[src/rtl/timer_ctrl.sv]
// Control stage for a countdown timer: owns the period register, issues load pulses
// and watches the returned count for expiry (one-shot / periodic, sticky irq, missed count).
module timer_ctrl #(
  parameter int unsigned W  = 8,
  parameter int unsigned MW = 8
) (
  input  logic          clock,
  input  logic          reset,
  input  logic [W-1:0]  period,
  input  logic          wr_period,
  input  logic          periodic,
  input  logic          start,
  input  logic          stop,
  input  logic          ack,
  input  logic [W-1:0]  tm_count,
  output logic [W-1:0]  tm_value,
  output logic          tm_put,
  output logic          running,
  output logic          irq,
  output logic [MW-1:0] missed
);

  localparam logic [1:0] StIdle = 2'd0;
  localparam logic [1:0] StLoad = 2'd1;
  localparam logic [1:0] StRun  = 2'd2;

  logic [1:0]    state_q, state_d;
  logic [W-1:0]  period_q;
  logic          mode_q, mode_d;
  logic [W-1:0]  value_q, value_d;
  logic          put_q, put_d;
  logic          running_q, running_d;
  logic          irq_q, irq_d;
  logic [MW-1:0] missed_q, missed_d;

  logic [W-1:0]  eff_period;
  logic          do_start;
  logic          expire;

  // A period written in the same cycle as a load is the one that gets loaded.
  assign eff_period = wr_period ? period : period_q;
  assign do_start   = start && (eff_period != '0);
  assign expire     = (state_q == StRun) && (tm_count == '0) && !stop && !do_start;

  always_comb begin
    state_d = state_q;
    mode_d  = mode_q;
    value_d = value_q;
    put_d   = 1'b0;
    if (stop) begin
      state_d = StIdle;
      put_d   = 1'b1;
      value_d = '0;
    end else if (do_start) begin
      state_d = StLoad;
      mode_d  = periodic;
      put_d   = 1'b1;
      value_d = eff_period;
    end else begin
      case (state_q)
        StIdle: state_d = StIdle;
        StLoad: state_d = StRun;
        StRun: begin
          if (tm_count == '0) begin
            // A zero period would reload an already-expired count, so stop instead.
            if (mode_q && (eff_period != '0)) begin
              state_d = StLoad;
              put_d   = 1'b1;
              value_d = eff_period;
            end else begin
              state_d = StIdle;
            end
          end
        end
        default: state_d = StIdle;
      endcase
    end
    running_d = (state_d != StIdle);
  end

  always_comb begin
    irq_d    = irq_q;
    missed_d = missed_q;
    if (expire) begin
      irq_d = 1'b1;
      if (irq_q && !ack && (missed_q != {MW{1'b1}})) begin
        missed_d = missed_q + MW'(1);
      end
    end else if (ack) begin
      irq_d = 1'b0;
    end
  end

  always_ff @(posedge clock) begin
    if (reset) begin
      state_q   <= StIdle;
      period_q  <= '0;
      mode_q    <= 1'b0;
      value_q   <= '0;
      put_q     <= 1'b0;
      running_q <= 1'b0;
      irq_q     <= 1'b0;
      missed_q  <= '0;
    end else begin
      state_q   <= state_d;
      mode_q    <= mode_d;
      value_q   <= value_d;
      put_q     <= put_d;
      running_q <= running_d;
      irq_q     <= irq_d;
      missed_q  <= missed_d;
      if (wr_period) begin
        period_q <= period;
      end
    end
  end

  assign tm_value = value_q;
  assign tm_put   = put_q;
  assign running  = running_q;
  assign irq      = irq_q;
  assign missed   = missed_q;

endmodule
[config.mk]
export PLATFORM = sky130hd
export DESIGN_NAME = timer_ctrl
export DESIGN_NICKNAME = d
export VERILOG_FILES = /design/src/rtl/timer_ctrl.sv
export SDC_FILE = /design/constraint.sdc
export NUM_CORES = 1
export LEC_CHECK = 0
export ABC_AREA = 1
export BUFFER_PORTS_ARGS = -buffer_cell sky130_fd_sc_hd__buf_2
export CAP_MARGIN = 40
export CORE_MARGIN = 10
export CORE_UTILIZATION = 45
export DETAILED_ROUTE_END_ITERATION = 16
export HOLD_SLACK_MARGIN = 0.15
export PLACE_DENSITY = 0.74
export SLEW_MARGIN = 20
export SYNTH_ARGS = -nofsm -noshare
export SYNTH_HDL_FRONTEND = slang
export SYNTH_SLANG_ARGS = --single-unit
export TNS_END_PERCENT = 1
[constraint.sdc]
create_clock -name clock -period 1.5 [get_ports clock]
set_input_delay 0.3 -clock clock [delete_from_list [all_inputs] [get_ports clock]]
set_output_delay 0.3 -clock clock [all_outputs]
set_load 0.05 [all_outputs]
Word level (Yosys, flattened, before mapping) --
Cells that the tools add are included.
Storage, ports and cells: register bits 30, input bits 23, logic and storage cells 51
Cells by class: add/sub/neg operators 1, eq/ne operators 3, mux-type cells 17, bitwise logic cells 1, reductions and logical operators 21
Operators with widths (count):
- 2-to-1 mux 8 bit | 5
- nonzero test 2 bit | 5
- adder 8 x 1 -> 8 bit (second input constant) | 1
- zero test 8 bit | 1
- 2-to-1 mux 1 bit | 8
- inequality test 8 bit (second input constant) | 1
- nonzero test 8 bit | 1
- logical AND 1 bit | 7
- 2-to-1 mux 2 bit | 3
- case mux 2 bit (2 select lines) | 1
- AND reduction 2 bit | 2
- zero test 1 bit | 3
- AND reduction 3 bit | 1
- == test 2 x 1 -> 1 bit (second input constant) | 1
- == test 2 bit (second input constant) | 1
- OR reduction 2 bit | 1
- NOT 1 bit | 1

Logic depth before layout (Yosys ltp) --
depth after elaboration 9, mapped depth 12, depth with buffers taken out 10

Worst setup path after synthesis --
OpenSTA, ideal clock, no wires.
kind reg-to-reg, start reg missed_q[0], in the netlist missed[0], end reg missed_q[4], in the netlist missed[4], library setup time 0.132 ns, arrival time 1.713 ns, setup slack -0.345 ns, cell stages (with the launch flop) 8, cells stage by stage dfxtp_1 ha_1 nand2_1 nor2_1 a21oi_1 nand3_2 nand2_1 a21oi_1
Between the ends: word-level cells in the longest chain between the ends 3, elaborated cells between the ends (all ways) 4, those cells by class 1 x add/sub; 1 x eq/ne; 2 x reduce/logical
RTL lines:
- start: declaration | line 34 | logic [MW-1:0] missed_q, missed_d;
- start signal: assignment | line 111 | missed_q <= missed_d;
- parallel branches: the longest is 3 deep, another holds adder 8 x 1 -> 8 bit
Several ways; the timed one is not identified. A chain may end at the register's enable or synchronous reset.

Worst setup path after layout --
start reg missed_q[0], in the netlist missed[0], end reg missed_q[1], in the netlist missed[1]
The elaborated chain is that of the path after synthesis.

==> out/summary.txt <==
outcome: complete, no violations
Synth area leaders: dfxtp_1 (42%), nand2_1 (14%), inv_1 (7.7%), nor2_1 (7.7%), a21oi_1 (7.1%)
clock skew: 0.00229 ns
Final Power: 1.61 mW
root buffer selected by CTS: clkbuf_4
Crit Path Max Fanout: 5
Mean Syn Cell Area: 6.90 µm²
CP endpoint kind: flip-flop
endpoints failing hold: 0
Hold WS: 0.212 ns
DRC viols: 0
Clock Sinks: 30
CTS tree: built
Post-CTS Setup Bufs: 0
cell accounting for the most synthesized area: dfxtp_1
share of layout cells above drive strength 1: 33.1%
WL final: 3560 µm
Distinct cells, synth: 21
NetSw: 0.452 mW
final slew viol count: 0
first-pass GRT wire length: 6310 µm
fin crit share: 92.1%
Detailed Routing Iterations Pass 1: 4
sequential share of the synthesized area: 42.5%
Hold Buf Count CTS: 0
post-route insts no fill: 316
kind of critical path: reg2reg
ys flop type: dfxtp_1
Critical Path Start: missed[0]
Setup crit start kind: flip-flop
Clock Tree Buf Depth: 2
initial antenna violation count: 0
Hold Path Class: in2reg
Int Pwr: 1.16 mW
Sw Share: 28.0%
area of the core: 3030 µm²
Vias per Instance: 4.68
routed vias: 1,479
Synth top area share: 42.5%
WL per Instance: 11.3 µm
Mapped Cells: 205
Placement Rows: 20
number of CTS-inserted buffers: 5
RR Startpoint: missed[0]
RSZ-0062 raised after global routing: false
Initial Util: 46.7%
maximum VDD drop: 0.465 mV
I/O pin count: 42
Comb power frac: 16.8%
H-tree Lvls: 2
fin util: 63.6%
ANT nets after route: 0
placed instance count: 308
GRT Util Overall: 12.7%
Final min period: 1.38 ns
die footprint: 5780 µm²
largest net degree at the start of global routing: 17
HPWL Detailed: 2790 µm
Max-Cap Viols: 0
Layout Nets: 297
clock power share: 31.6%
Worst Max-Slew Pin Slew: 0.261 ns
hold_sp: reset
commonest cells in the netlist: nand2_1 (54), dfxtp_1 (30), inv_1 (29), nor2_1 (29), a21oi_1 (20)
diode count: 0
Worst EP required: 1.76 ns
Mapped Nets: 231
area grow syn2layout: 36.3%
GP Congestion: 0.829
clock slew at reported path FFs: 0.09 ns
cell with the most instances after synthesis: nand2_1
Leak: 0.987 nW
1st-iter DRT viols: 98
slew margin rel.: 82.4%
Post-synth ARST share: 0%
FF-to-FF path depth: 7
gr ovfl total: 0
# setup viols final: 0
IO Port Bufs: 41
Die Ht: 76.1 µm
Yosys reg bits: 30
clock latency on the worst-skew pair: 0.33 ns
sequential share of power: 51.6%
number of global-route vias before repair: 1,483
Power per Cell Area: 836 nW/µm²
mapped cell area: 1410 µm²
Critical Path AT: 1.64 ns
die width: 76.1 µm
number of synthesized flops with an enable pin: 0
Warnings, synthesis: 0
Hold Path Cell Cnt: 2
fmax: 724 MHz
[worst max-delay path, stage by stage (launching register included)]
cell     delay [ns]
dfxtp_4        0.37
ha_2           0.19
nand2_2        0.08
nor2_2         0.05
a21oi_2        0.21
buf_4          0.17
nand4_1        0.09
a21oi_1        0.14
[layout by cell type (no fill, tap or decap), drive strengths merged]
| cell type | Yosys | routed |
|---|---|---|
| o21ai | 11 | 11 |
| nor2 | 30 | 30 |
| inv | 30 | 30 |
| buf | 4 | 64 |
| a21oi | 20 | 20 |
| nand3 | 6 | 6 |
| nor3 | 1 | 1 |
| nand2 | 55 | 55 |
| ha | 3 | 3 |
| nand3b | 1 | 1 |
| dfxtp | 30 | 30 |
| clkbuf | 1 | 7 |
| xor2 | 5 | 5 |
| clkinv | 0 | 1 |
| nand4 | 8 | 8 |
[power groups by stage]
stage	combinational, mW	sequential (mW)	clock [mW]
finish	0.270	0.832	0.509
global route	0.301	0.837	0.556
CTS	0.266	0.832	0.516
detailed placement	0.263	0.851	0
global placement	0.260	0.850	0
floorplan	0.105	0.894	0
[flip-flops by register name, summed over array words and instances (netlist names)]
register,cells
state_q,2
period_q,8
tm_put,1
running,1
mode_q,1
irq,1
tm_value,8
missed,8
[path summary, 6_finish.rpt]
| check | endpoint | slack, ns |
|---|---|---|
| setup reg to reg | missed[1] | 0.12 |
| setup / recovery | missed[1] | 0.12 |
| hold reg to reg | mode_q | 0.49 |
| hold / removal | period_q[0] | 0.21 |
[metrics by stage]
step / setup TNS (ns) / worst slack (ns) / instance area (µm²)
after floorplan: 0 / 0.00575 / 1430
after global placement: -0.803 / -0.0708 / 1830
after detailed placement: -1.04 / -0.0789 / 1830
after CTS: 0 / 0.109 / 1890
after global routing: 0 / 0.00436 / 1930
final: 0 / 0.119 / 1930
[logic make-up after synthesis]
| logic type | count (synthesis) | share of synthesized area (%) |
|---|---|---|
| AO/OA/AOI/OAI | 31 | 11.0 |
| XOR/XNOR | 5 | 3.10 |
| adder cells (fa/ha/maj) | 3 | 2.66 |
| buffers and inverters | 35 | 11.0 |
| flip-flops | 30 | 42.5 |
| AND/OR/NAND/NOR | 101 | 29.8 |
[cell type report]
type                       instances  area (µm²)
fill                             280        1100
sequential                        30         612
tap                               44        55.1
multi-input combinational        140         701
clock buffer                       7        55.1
inverter                          30         118
clock inverter                     1        5.00
timing repair buffer              64         382
[timing repair]
action | 4_1_cts | 5_1_grt
hold endpoints to repair | 0 | 0
gates resized for setup | 0 | 15
setup endpoints to repair | 0 | 17
[per-layer routing]
layer | track usage [%] | share of wire, % | vias to the layer above
met2 | 21.7 | 49 | 34
met5 | 0 | 0 | -
met4 | 4.83 | 1.5 | 0
met3 | 3.54 | 4.9 | 7
li1 | - | - | 776
met1 | 14.6 | 45 | 662
No activity file was read; power rests on OpenSTA's default activity.
